## config.mk

```make
export PLATFORM = sky130hd
export DESIGN_NAME = ad7606_emulator
export DESIGN_NICKNAME = d
export VERILOG_FILES = /design/src/rtl/ad7606_emu_pkg.sv /design/src/rtl/ad7606_emu_sync.sv /design/src/rtl/ad7606_emulator.sv
export SDC_FILE = /design/constraint.sdc
export NUM_CORES = 1
export LEC_CHECK = 0
export CAP_MARGIN = 20
export CELL_PAD_IN_SITES_DETAIL_PLACEMENT = 2
export CELL_PAD_IN_SITES_GLOBAL_PLACEMENT = 2
export CORE_MARGIN = 5
export CORE_UTILIZATION = 35
export DETAILED_ROUTE_END_ITERATION = 8
export PLACE_DENSITY_LB_ADDON = 0.1
export SLEW_MARGIN = 40
export SYNTH_ARGS = -nofsm -noshare
export SYNTH_HDL_FRONTEND = slang
export SYNTH_SLANG_ARGS = --single-unit
```

## constraint.sdc

```tcl
create_clock -name sys_clk -period 2.5 [get_ports sys_clk]
set_input_delay 0.25 -clock sys_clk [delete_from_list [all_inputs] [get_ports sys_clk]]
set_output_delay 0.25 -clock sys_clk [all_outputs]
set_load 0.01 [all_outputs]
```

## src/rtl/ad7606_emu_pkg.sv

```systemverilog
// Shared constants, state encoding and the oversampling-code helper for the
// AD7606B parallel-bus emulator.
package ad7606_emu_pkg;

    localparam int NUM_CH  = 8;
    localparam int OS_MAX  = 6;
    localparam int FRAME_W = 13;
    localparam int PTR_W   = 3;
    localparam int DATA_W  = 16;

    typedef enum logic {
        ST_IDLE = 1'b0,
        ST_CONV = 1'b1
    } state_t;

    // Codes above the deepest oversampling ratio behave as no oversampling.
    function automatic logic [2:0] os_eff(input logic [2:0] os);
        return (int'(os) > OS_MAX) ? 3'd0 : os;
    endfunction

endpackage

```

## src/rtl/ad7606_emu_sync.sv

```systemverilog
// N-bit multi-stage flip-flop synchroniser with synchronous clear, used on
// every asynchronous control input of the emulator.
module ad7606_emu_sync #(
    parameter int WIDTH  = 5,
    parameter int STAGES = 2
) (
    input  logic             i_clk,
    input  logic             i_clear,
    input  logic [WIDTH-1:0] i_d,
    output logic [WIDTH-1:0] o_q
);

    logic [WIDTH-1:0] r_stage [STAGES];

    always_ff @(posedge i_clk) begin
        if (i_clear) begin
            for (int i = 0; i < STAGES; i++) begin
                r_stage[i] <= '0;
            end
        end else begin
            r_stage[0] <= i_d;
            for (int i = 1; i < STAGES; i++) begin
                r_stage[i] <= r_stage[i-1];
            end
        end
    end

    assign o_q = r_stage[STAGES-1];

endmodule

```

## src/rtl/ad7606_emulator.sv

```systemverilog
// Behavioural stand-in for the converter side of an AD7606B parallel bus:
// CONVST start detection, BUSY timing, frame snapshot and CS/RD read-out.
//
// state   | meaning
// --------+-----------------------------------------------------------
// ST_IDLE | waiting for a rising edge of (convst_a & convst_b)
// ST_CONV | conversion running, busy timer counting down to 1
module ad7606_emulator
    import ad7606_emu_pkg::*;
#(
    parameter int FPGA_CLOCK_FREQ = 100,
    parameter int T_CONV_NS       = 4000,
    parameter int SYNC_STAGES     = 2
) (
    input  logic              sys_clk,
    input  logic              rst,
    input  logic              adc_reset,
    input  logic              adc_convst_a,
    input  logic              adc_convst_b,
    input  logic [2:0]        adc_os,
    input  logic              adc_range,
    input  logic              adc_cs_n,
    input  logic              adc_rd_n,
    output logic              adc_busy,
    output logic [DATA_W-1:0] adc_data,
    output logic              adc_data_oe,
    output logic              adc_frstdata,
    output logic              conv_overrun
);

    localparam int BUSY_RAW    = FPGA_CLOCK_FREQ * T_CONV_NS / 1000;
    localparam int BUSY_CYCLES = (BUSY_RAW < 1) ? 1 : BUSY_RAW;
    localparam int CNT_W       = $clog2(BUSY_CYCLES * 64) + 1;

    logic [4:0]         w_sync_in;
    logic [4:0]         w_sync_out;
    logic               w_convst_a_s;
    logic               w_convst_b_s;
    logic               w_cs_n_s;
    logic               w_rd_n_s;
    logic               w_adc_reset_s;
    logic               w_clr;
    logic               w_conv_s;
    logic               w_start;
    logic               w_sel;
    logic               w_rd_rise;
    logic               w_load;
    logic               w_overrun;
    logic [CNT_W-1:0]   w_conv_len;
    state_t             w_state_nxt;
    logic               w_unused;

    state_t             r_state;
    logic [CNT_W-1:0]   r_cnt;
    logic               r_conv_prev;
    logic               r_rd_prev;
    logic [FRAME_W-1:0] r_frame_cnt;
    logic [PTR_W-1:0]   r_rd_ptr;
    logic [DATA_W-1:0]  r_shadow [NUM_CH];
    logic               r_busy;
    logic [DATA_W-1:0]  r_data;
    logic               r_data_oe;
    logic               r_frstdata;
    logic               r_overrun;

    // Range only changes the analogue front end of the real part.
    assign w_unused = &{1'b0, adc_range};

    assign w_sync_in = {adc_reset, adc_rd_n, adc_cs_n, adc_convst_b, adc_convst_a};

    ad7606_emu_sync #(
        .WIDTH  (5),
        .STAGES (SYNC_STAGES)
    ) u_sync (
        .i_clk   (sys_clk),
        .i_clear (rst),
        .i_d     (w_sync_in),
        .o_q     (w_sync_out)
    );

    assign w_convst_a_s  = w_sync_out[0];
    assign w_convst_b_s  = w_sync_out[1];
    assign w_cs_n_s      = w_sync_out[2];
    assign w_rd_n_s      = w_sync_out[3];
    assign w_adc_reset_s = w_sync_out[4];

    assign w_clr      = rst | w_adc_reset_s;
    assign w_conv_s   = w_convst_a_s & w_convst_b_s;
    assign w_start    = w_conv_s & ~r_conv_prev;
    assign w_sel      = ~w_cs_n_s;
    assign w_rd_rise  = w_rd_n_s & ~r_rd_prev;
    assign w_conv_len = CNT_W'(BUSY_CYCLES) << os_eff(adc_os);

    // Edge-detect history keeps tracking through a device reset so that a
    // level held across adc_reset does not look like a fresh edge afterwards.
    always_ff @(posedge sys_clk) begin
        if (rst) begin
            r_conv_prev <= 1'b0;
            r_rd_prev   <= 1'b0;
        end else begin
            r_conv_prev <= w_conv_s;
            r_rd_prev   <= w_rd_n_s;
        end
    end

    always_ff @(posedge sys_clk) begin
        if (w_clr) begin
            r_state <= ST_IDLE;
        end else begin
            r_state <= w_state_nxt;
        end
    end

    always_comb begin
        w_state_nxt = r_state;
        w_load      = 1'b0;
        w_overrun   = 1'b0;
        case (r_state)
            ST_IDLE: begin
                if (w_start) begin
                    w_state_nxt = ST_CONV;
                    w_load      = 1'b1;
                end
            end
            ST_CONV: begin
                w_overrun = w_start;
                if (r_cnt == CNT_W'(1)) begin
                    w_state_nxt = ST_IDLE;
                end
            end
            default: w_state_nxt = ST_IDLE;
        endcase
    end

    always_ff @(posedge sys_clk) begin
        if (w_clr) begin
            r_cnt <= '0;
        end else if (w_load) begin
            r_cnt <= w_conv_len;
        end else if (r_state == ST_CONV) begin
            r_cnt <= r_cnt - CNT_W'(1);
        end
    end

    // Busy trails the state by one clock so it is high for exactly conv_len cycles.
    always_ff @(posedge sys_clk) begin
        if (w_clr) begin
            r_busy <= 1'b0;
        end else begin
            r_busy <= (r_state == ST_CONV);
        end
    end

    always_ff @(posedge sys_clk) begin
        if (w_clr) begin
            r_frame_cnt <= '0;
            for (int n = 0; n < NUM_CH; n++) begin
                r_shadow[n] <= '0;
            end
        end else if (w_load) begin
            r_frame_cnt <= r_frame_cnt + FRAME_W'(1);
            for (int n = 0; n < NUM_CH; n++) begin
                r_shadow[n] <= {PTR_W'(n), r_frame_cnt};
            end
        end
    end

    // A start event resets the pointer even if a read edge lands on the same clock.
    always_ff @(posedge sys_clk) begin
        if (w_clr) begin
            r_rd_ptr <= '0;
        end else if (w_load) begin
            r_rd_ptr <= '0;
        end else if (w_sel && w_rd_rise) begin
            r_rd_ptr <= r_rd_ptr + PTR_W'(1);
        end
    end

    always_ff @(posedge sys_clk) begin
        if (w_clr) begin
            r_data_oe  <= 1'b0;
            r_data     <= '0;
            r_frstdata <= 1'b0;
            r_overrun  <= 1'b0;
        end else begin
            r_data_oe  <= w_sel;
            r_data     <= w_sel ? r_shadow[r_rd_ptr] : '0;
            r_frstdata <= w_sel && (r_rd_ptr == '0);
            r_overrun  <= w_overrun;
        end
    end

    assign adc_busy     = r_busy;
    assign adc_data     = r_data;
    assign adc_data_oe  = r_data_oe;
    assign adc_frstdata = r_frstdata;
    assign conv_overrun = r_overrun;

endmodule
```

==> run_results.csv, run 1 <==
group,metric,value,unit
drt,routedWlPerCell,18.5,um
die,die_area,16400,um^2
place,pre_cts_ws,35.8,ps
yosys,ys_seq_area_share,52.4,%
yosys,synth-simple-area-share,21.9,%
clock_network,cts_hold_buf,0,
clock_network,clkTransAtPathRegs,70,ps
drt,drt_wl_total,12.9,mm
place,place.gp.congestion,0.763,
grt,first_global_vias,4133,
drt,dr.pass1.iters,4,
timing,hold_viol,0,
yosys,synth_xor_area_share,1.62,%
timing,slew_violations,0,
clock_network,clk_path_buf_depth,2,
finish,multi_input_area,2150,um^2
timing,timing.hold.ws,451,ps
yosys,syn_nets,506,
timing,worst_pin_slew,685,ps
grt,grt_start_max_net_pins,47,
worst_hold_path,hp-start,"u_sync.r_stage[0][0]",
worst_hold_path,whs_endpoint,"u_sync.r_stage[0][5]",
clock_network,clock_latency,350,ps
place,hpwl,8.68,mm
yosys,synth_top_flop_cell,"dfxtp_1",
clock_network,cts_tree,"yes",
clock_network,post_cts_buffers,0,
drt,drc,0,
finish,layout_commonest_cell,"dfxtp_1",
place,dpl-instance-area,5430,um^2
yosys,synth_largest_area_cell,"dfxtp_1",
die,dieHeight,128,um
worst_setup_path,regToRegSetupSlack,480,ps
timing,finalCritPeriodShare,83.5,%
power_and_ir_drop,p_per_area,637,nW/um^2
grt,antenna_found_initial,0,
power_and_ir_drop,leakagePower,2.19,nW
drt,vias,3737,
clock_network,htreeDepth,3,
timing,fmax,479,MHz
yosys,async_flop_share,0,%
timing,tns,0,ps
yosys,ys_warn_count,0,
yosys,postSynthCellCount,485,
grt,met3_usage,3.96,%
clock_network,ctsRootBufferMaster,"clkbuf_16",
yosys,ys_types,54,
worst_setup_path,regToRegStartpoint,"r_conv_prev",
yosys,synthMuxAreaShare,7.35,%
die,die_x,128,um
worst_setup_path,reg2regPathDepth,4,
yosys,ys_ff_latch,107,
finish,drive_gt1_share,8.54,%
yosys,ys_top_cells_by_area,"dfxtp_1 (27%), edfxtp_1 (25%), mux2i_1 (6.0%)",
clock_network,cts-resized-gates,0,
die,initial_utilization,35.3,%
yosys,synth_top_family_by_area,"simple AND/OR/NAND/NOR gates",
worst_hold_path,hold_path_depth,1,
worst_setup_path,crit_type,"in -> reg",
finish,register_area,2550,um^2
die,coreArea,13800,um^2
finish,final_area,5740,um^2
die,fp-row-count,43,
worst_setup_path,worstPathArrival,2370,ps
worst_setup_path,endpoint_kind,"register",
grt,use_met1,19.1,%
grt,grt_overflow_total,0,
timing,slew_headroom,54.2,%
grt,grt_most_used_layer,"met2",
yosys,yosys.area.top_type_share,27.1,%
worst_setup_path,crit_fanout,3,
timing,setup_viol,0,
timing,fin_skew,6.24,ps
yosys,synth_edf_count,41,
drt,via_per_inst,5.38,
grt,grt_pass1_wl,21.2,mm
grt,grt_use_total,16.4,%
die,io_pins,31,
clock_network,clock-sinks,107,
yosys,synthAdderAreaFrac,2.57,%
finish,nets,531,
clock_network,cts_buffers,9,
place,port_buffers,29,
finish,final_cell_mix,"dfxtp_1 (65), nand2_1 (43), edfxtp_1 (41)",
timing,worst_slack,413,ps
yosys,syn_area,4870,um^2
yosys,synth-compound-area-share,10.4,%
worst_setup_path,critPathLaunchType,"input pin",
timing,rsz0062_at_grt,"no",
finish,syn_to_final_growth,17.9,%
worst_setup_path,timing.rr.end,"r_frame_cnt[12]",
status,status,"complete, no violations",
worst_hold_path,min_path_type,"reg -> reg",
drt,first_iter_violations,133,
grt,use_met2,29.7,%
power_and_ir_drop,ir_worst_vdd,304,uV
finish,fin_util,41.7,%
finish,num-fill-cells,1474,
drt,ant_nets,0,
finish,num_antenna_cells,0,
timing,period_minus_slack,2090,ps
yosys,synth_area_per_cell,10.0,um^2
worst_setup_path,critPathRequiredTime,2780,ps
job,drv_cap,0,
-- worst max-delay path by stage --
stage	start	endpoint	slack, ps	cells past startpoint
3_3_place_gp	adc_os[0]	r_cnt[11]	110	10
2_1_floorplan	r_state	r_shadow[3][0]	130	4
4_1_cts	adc_os[0]	r_cnt[11]	410	10
6_report	adc_os[0]	r_cnt[11]	410	10
5_1_grt	adc_os[0]	r_cnt[11]	280	10
3_5_place_dp	adc_os[0]	r_cnt[11]	40	10
-- power by group --
| part | internal, mW | switching [mW] |
|---|---|---|
| registers | 1.87 | 0.0319 |
| clock network | 0.832 | 0.652 |
| logic | 0.117 | 0.156 |
| total | 2.81 | 0.840 |
-- flip-flops by register name (all words and copies together) (netlist names) --
| signal | flops |
|---|---|
| conv_overrun | 1 |
| adc_frstdata | 1 |
| u_sync.r_stage | 10 |
| adc_busy | 1 |
| r_state | 1 |
| r_frame_cnt | 13 |
| r_rd_prev | 1 |
| adc_data | 16 |
| r_conv_prev | 1 |
| r_cnt | 16 |
| r_rd_ptr | 3 |
| r_shadow | 42 |
| adc_data_oe | 1 |
-- stage by stage --
stage               power [mW]  instances
floorplan                 2.08        485
global placement          2.20        679
detailed placement        2.22        679
CTS                       3.72        695
global route              3.82        695
finish                    3.65        695
-- cells by family after synthesis --
family,Yosys count
muxes,35
xor gates and xnor gates,9
DFF,107
buffers and inverters,46
and+or+nand+nor,197
adders and majority gates,10
AOI/OAI and AO/OA,81
-- cell usage after synthesis, drive strengths merged, types with 10 or more instances --
| cell | n |
|---|---|
| a21oi | 30 |
| a22oi | 13 |
| and2 | 13 |
| and3 | 27 |
| clkbuf | 26 |
| dfxtp | 66 |
| edfxtp | 41 |
| ha | 10 |
| inv | 13 |
| mux2i | 29 |
| nand2 | 44 |
| nand4 | 13 |
| nor2 | 30 |
| nor2b | 14 |
| nor3 | 17 |
| o22ai | 16 |
-- worst max-delay path: stages --
cell	delay (ps)
clkdlybuf4s50_1	510
inv_1	70
ha_1	220
nand2b_1	150
or2_2	270
nand2_1	90
inv_1	60
ha_1	310
a311o_1	320
a31oi_1	120
-- per-layer routing --
| layer | part of all wire (%) | wire length, um |
|---|---|---|
| met1 | 44 | 5620 |
| met2 | 51 | 6630 |
| met3 | 3.3 | 422 |
| met4 | 1.6 | 210 |
| met5 | 0 | 0 |
-- final cells by class --
type | instances | area share (%)
well taps | 180 | 3.93
inverters | 13 | 0.851
clock buffers | 12 | 4.47
flip-flops and latches | 107 | 44.5
clock inverters | 4 | 0.851
repair buffers | 47 | 7.85
multi-input cells | 332 | 37.5
(Power assumes the default switching activity.)
==> inputs of run 2 (changes only) <==
==> constraint.sdc (replaced) <==
create_clock -name sys_clk -period 1.8 [get_ports sys_clk]
set_input_delay 0.18 -clock sys_clk [delete_from_list [all_inputs] [get_ports sys_clk]]
set_output_delay 0.18 -clock sys_clk [all_outputs]
set_load 0.01 [all_outputs]
==> run 2 against run 1 <==
  * Sequential share of layout area fell by 2.9 points
  * Final cell count rose by 4.6%
  * Routed wire length rose by 5.0%
  * Critical path type is now reg -> reg
  * Core utilization rose by 2.9 points
  * Worst hold slack got worse by 190 ps
  * Setup slack got worse by 380 ps
  * Design area rose by 7.0%
  * Total power rose by 39%
==> run_results.csv, run 2 (synthesized netlist as in run 1, its figures left out) <==
group,metric,value,unit
clock_network,cts_buffers,9,
die,die_x,128,um
clock_network,clock-sinks,107,
worst_setup_path,crit_fanout,6,
timing,timing.hold.ws,257,ps
clock_network,clk_path_buf_depth,2,
timing,hold_viol,0,
worst_setup_path,critPathLaunchType,"register",
worst_hold_path,min_path_type,"in -> reg",
worst_setup_path,endpoint_kind,"register",
finish,syn_to_final_growth,26.1,%
worst_setup_path,critPathRequiredTime,2090,ps
drt,routedWlPerCell,18.6,um
drt,first_iter_violations,191,
grt,first_global_vias,4255,
status,status,"complete, no violations",
finish,layout_commonest_cell,"dfxtp_1",
timing,worst_slack,35.8,ps
grt,grt_start_max_net_pins,43,
drt,drc,0,
grt,grt_pass1_wl,22.4,mm
finish,top_register,"r_shadow",
die,coreArea,13800,um^2
worst_setup_path,worstPathArrival,2060,ps
drt,ant_nets,0,
drt,vias,3844,
die,initial_utilization,35.3,%
grt,grt_use_total,17.2,%
job,drv_cap,0,
power_and_ir_drop,ir_worst_vdd,396,uV
timing,fin_skew,5.43,ps
clock_network,htreeDepth,3,
finish,num_antenna_cells,0,
die,dieHeight,128,um
die,io_pins,31,
finish,final_area,6140,um^2
finish,nets,563,
timing,slew_violations,0,
worst_setup_path,crit_type,"reg -> reg",
place,port_buffers,29,
die,die_area,16400,um^2
finish,largest_reg_flops,42,
grt,grt_overflow_total,0,
clock_network,cts_tree,"yes",
grt,antenna_found_initial,0,
die,fp-row-count,43,
clock_network,clock_latency,350,ps
place,hpwl,9.51,mm
timing,worst_pin_slew,738,ps
timing,slew_headroom,50.8,%
place,place.gp.congestion,0.810,
clock_network,clkTransAtPathRegs,70,ps
power_and_ir_drop,p_per_area,827,nW/um^2
place,dpl-instance-area,5730,um^2
finish,final_cell_mix,"dfxtp_1 (63), buf_4 (43), nand2_1 (42)",
finish,drive_gt1_share,16.6,%
power_and_ir_drop,p_total,5.07,mW
drt,drt_wl_total,13.5,mm
timing,finalCritPeriodShare,98.0,%
clock_network,ctsRootBufferMaster,"clkbuf_16",
timing,period_minus_slack,1760,ps
timing,setup_viol,0,
timing,fmax,567,MHz
drt,via_per_inst,5.29,
power_and_ir_drop,leakagePower,2.42,nW
place,pre_cts_ws,-519,ps
drt,dr.pass1.iters,4,
[run 2: cell types whose count changed in the layout (fill, tap and decap cells not counted), sizes merged]
cell / before / now
buf: 18 / 50
clkbuf: 12 / 10
clkdlybuf4s50: 29 / 27
clkinv: 3 / 1
clkinvlp: 0 / 3
dlygate4sd2: 0 / 1
dlymetal6s2s: 0 / 1
inv: 13 / 14
[run 2: what timing repair did]
action	in CTS	in global routing
gates cloned	0	0
setup endpoints to repair	8	9
gates resized for setup	12	11
pin swaps	2	8
buffers inserted	0	0
hold buffers	0	0
[run 2: power by group]
part | leakage, nW | switching (mW) | internal [mW] | total, mW
clock network | 0.133 | 0.914 | 1.08 | 2.00
logic | 1.31 | 0.241 | 0.208 | 0.448
registers | 0.974 | 0.0412 | 2.59 | 2.63
total | 2.42 | 1.20 | 3.88 | 5.07
[run 2: worst paths after layout]
check / startpoint / to / slack [ps] / cells after the start
setup / recovery: r_conv_prev / r_frame_cnt[6] / 40 / 5
setup reg to reg: r_conv_prev / r_frame_cnt[6] / 40 / 5
hold / removal: adc_os[1] / r_cnt[12] / 260 / 3
hold reg to reg: u_sync.r_stage[0][0] / u_sync.r_stage[0][5] / 440 / 1
[run 2: area by class of cell]
cell class	instances	area (um^2)
repair buffers	79	746
well taps	180	225
inverters	13	48.8
fillers	1460	7640
flip-flops and latches	107	2560
clock inverters	6	65.1
clock buffers	10	229
multi-input cells	332	2270
[run 2: layer usage]
metal / vias up / routed length [um] / track usage [%]
met2: 39 / 7050 / 31.0
met4: 0 / 240 / 5.56
met3: 17 / 327 / 3.25
met1: 1921 / 5920 / 20.7
li1: 1867 / - / -
met5: - / 0 / 0
[run 2: worst max-delay path, stage by stage, from the launching register on]
cell	delay (ps)
dfxtp_2	320
nand4bb_4	220
or3_4	440
buf_6	160
or4_1	470
nand2_1	90
[run 2: through the flow]
| step | utilization [%] | TNS (ps) | cells |
|---|---|---|---|
| 3_3_place_gp | 41.6 | -2920 | 711 |
| 6_report | 44.5 | 0 | 727 |
| 3_5_place_dp | 41.6 | -3440 | 711 |
| 4_1_cts | 44.2 | -117 | 727 |
| 2_1_floorplan | - | 0 | 485 |
| 5_1_grt | 44.5 | -26.6 | 727 |
==> inputs of run 3 (changes only) <==
--- a/config.mk
+++ b/config.mk
@@ -10,9 +10,11 @@
 export CELL_PAD_IN_SITES_GLOBAL_PLACEMENT = 2
 export CORE_MARGIN = 5
 export CORE_UTILIZATION = 35
+export CTS_CLUSTER_SIZE = 12
 export DETAILED_ROUTE_END_ITERATION = 8
 export PLACE_DENSITY_LB_ADDON = 0.1
 export SLEW_MARGIN = 40
 export SYNTH_ARGS = -nofsm -noshare
 export SYNTH_HDL_FRONTEND = slang
+export SYNTH_HIERARCHICAL = 1
 export SYNTH_SLANG_ARGS = --single-unit
==> run 3 against run 2 <==
  * Sequential share of layout area grew 0.78 points
  * Register-to-register slack gained 110 ps
  * Clock skew grew 1.6 ps
  * Critical path depth grew 5
  * Die area grew 1.7%
  * Sequential power is essentially flat
  * Routed wire length shrank 1.6%
  * Clock power is essentially flat
  * Largest cell class unchanged
==> run_results.csv, run 3 <==
group,metric,value,unit
timing,timing.hold.ws,375,ps
drt,first_iter_violations,131,
power_and_ir_drop,switchingPower,1.16,mW
worst_setup_path,crit_type,"in -> reg",
clock_network,clock-sinks,107,
timing,fmax,578,MHz
grt,grt_start_max_net_pins,40,
drt,drt_wl_total,13.3,mm
finish,syn_to_final_growth,21.5,%
clock_network,clkTransAtPathRegs,70,ps
yosys,yosysMostFrequentCell,"dfxtp_1",
drt,ant_nets,0,
yosys,async_flop_share,0,%
yosys,synth_area_per_cell,10.3,um^2
yosys,yosys.area.top_type_share,26.7,%
worst_setup_path,critPathLaunchType,"input pin",
place,place.gp.congestion,0.759,
place,port_buffers,29,
timing,worst_slack,70.5,ps
clock_network,ctsRootBufferMaster,"clkbuf_16",
status,status,"complete, no violations",
grt,grt_pass1_wl,21.7,mm
clock_network,htreeDepth,3,
power_and_ir_drop,p_per_area,840,nW/um^2
die,io_pins,31,
yosys,ys_top_cells_by_area,"dfxtp_1 (27%), edfxtp_1 (25%), mux2i_1 (5.7%)",
job,drv_cap,0,
worst_setup_path,reg2regPathDepth,5,
clock_network,cts_tree,"yes",
worst_hold_path,min_path_type,"in -> reg",
yosys,ys_seq_area_share,51.5,%
die,fp-row-count,43,
power_and_ir_drop,leakagePower,2.27,nW
worst_setup_path,endpoint_kind,"register",
yosys,synthTopCellsByCount,"dfxtp_1 (66), edfxtp_1 (41), nor2_1 (38), nand2_1 (33), mux2i_1 (28)",
worst_setup_path,timing.critical_path.buf_inv,3,
die,die_area,16600,um^2
worst_setup_path,cpPeakStageDelay,500,ps
finish,layout_commonest_cell,"dfxtp_1",
die,coreArea,13900,um^2
finish,fin_util,43.4,%
drt,via_per_inst,5.29,
worst_setup_path,regToRegSetupSlack,150,ps
die,die_x,129,um
timing,rsz0062_at_grt,"yes",
worst_setup_path,critPathSlowestCell,"clkdlybuf4s50_1",
place,pre_cts_ws,-467,ps
clock_network,cts_buffers,9,
grt,antenna_found_initial,0,
drt,drc,0,
worst_hold_path,hp-start,"adc_os[0]",
timing,tns,0,ps
grt,grt_use_total,16.8,%
yosys,ys_ff_latch,107,
finish,largest_reg_flops,42,
timing,hold_viol,0,
timing,worst_pin_slew,528,ps
timing,slew_violations,0,
clock_network,clock_latency,350,ps
finish,top_register,"r_shadow",
yosys,syn_area,4960,um^2
worst_hold_path,hold_path_depth,4,
die,initial_utilization,35.7,%
drt,dr.pass1.iters,6,
power_and_ir_drop,ir_worst_vdd,431,uV
timing,slew_headroom,64.7,%
finish,nets,547,
power_and_ir_drop,combPwrFrac,8.6,%
worst_setup_path,crit_fanout,3,
yosys,synth_largest_area_cell,"dfxtp_1",
yosys,synth_top_flop_cell,"dfxtp_1",
clock_network,post_cts_buffers,0,
finish,final_cell_mix,"dfxtp_1 (64), edfxtp_1 (41), buf_4 (39)",
grt,grt_overflow_total,0,
timing,fin_skew,7.03,ps
drt,routedWlPerCell,18.7,um
finish,drive_gt1_share,16.4,%
drt,vias,3758,
finish,num_antenna_cells,0,
worst_setup_path,worstPathArrival,1980,ps
clock_network,cts_hold_buf,0,
power_and_ir_drop,power.internal,3.89,mW
yosys,ys_types,59,
clock_network,clk_path_buf_depth,2,
yosys,syn_nets,500,
yosys,synth_edf_count,41,
worst_setup_path,cp_top_family,"buffers and inverters",
timing,finalCritPeriodShare,96.1,%
power_and_ir_drop,p_seq_share,52.1,%
timing,setup_viol,0,
worst_setup_path,regToRegStartpoint,"r_state",
yosys,ys_warn_count,6,
worst_setup_path,timing.rr.end,"r_cnt[13]",
power_and_ir_drop,clockPowerShare,39.2,%
place,hpwl,9.19,mm
worst_hold_path,whs_endpoint,"r_cnt[13]",
power_and_ir_drop,sw_frac_of_total,23.0,%
timing,period_minus_slack,1730,ps
grt,first_global_vias,4207,
yosys,postSynthCellCount,479,
worst_setup_path,crit_chain,"clkdlybuf4s50_1 > ha_1 > buf_4 > nor2b_1 > nor2_1 > inv_1 > ha_2 > nand2b_1 > a211o_1 > o211a_1",
die,dieHeight,129,um
worst_setup_path,critPathRequiredTime,2050,ps
[run 3: cell count changes in the layout (fill, tap and decap cells not counted), sizes merged, moves of 7 or more]
cell   previous run  this run
nand2            44        33
nor2             30        39
nand3             6        14
nand4            13         6
[run 3: cells by family after synthesis]
logic type                 share of synthesized area, %
AOI/OAI and AO/OA                                  11.3
muxes                                              7.02
xor gates and xnor gates                           1.77
and+or+nand+nor                                    20.8
DFF                                                51.5
buffers and inverters                              5.18
adders and majority gates                          2.52
[run 3: metal layers]
layer / wire, um / vias to the layer above / GRT usage [%]
met1: 5640 / 1893 / 19.2
met3: 285 / 16 / 4.32
met2: 7190 / 31 / 30.9
met5: 0 / - / 0
met4: 206 / 0 / 4.76
li1: - / 1818 / -
[run 3: power groups by stage]
stage	clock network (mW)	registers, mW	logic [mW]
floorplan	0	2.69	0.221
global placement	0	2.68	0.418
detailed placement	0	2.69	0.438
CTS	2.07	2.64	0.443
global route	2.15	2.65	0.477
finish	1.98	2.64	0.437
[run 3: timing repair]
action                                  CTS  global route
endpoints found under the setup margin   16            10
gates resized for setup                   3             9
hold endpoints to repair                  0             0
pin swaps                                 0             3
[run 3: per-stage QoR]
step,instances,power (mW),cell area [um^2]
after global placement,695,3.10,5680
final,711,5.06,6020
after CTS,711,5.15,5990
after detailed placement,695,3.13,5680
after global routing,711,5.27,6020
after floorplan,479,2.91,4970
[run 3: how the worst max path moves through the flow]
stage                                    start  slack, ps              to  cells after the start
after floorplan           u_sync/r_stage[0][9]        -70  r_shadow[3][0]                      5
after global placement               adc_os[0]       -320       r_cnt[11]                      9
after detailed placement             adc_os[0]       -470       r_cnt[11]                      9
after CTS                            adc_os[0]         20        r_cnt[8]                     11
after global routing                 adc_os[1]        -10        r_cnt[8]                     10
final                                adc_os[1]         70        r_cnt[8]                     10
[run 3: final cells by class]
cell class              instances  area, um^2
well taps                     180         225
repair buffers                 74         697
clock inverters                 2        16.3
flip-flops and latches        107        2550
fillers                      1453        7860
multi-input cells             321        2190
clock buffers                  14         285
inverters                      13        52.6
[run 3: worst register-to-register path: cells and delay by family, from the launching register on]
family,cells,cell delay (ps)
AO/OA/AOI/OAI,1,180
flip-flops,1,340
buffers and inverters,1,270
AND/OR/NAND/NOR,3,780
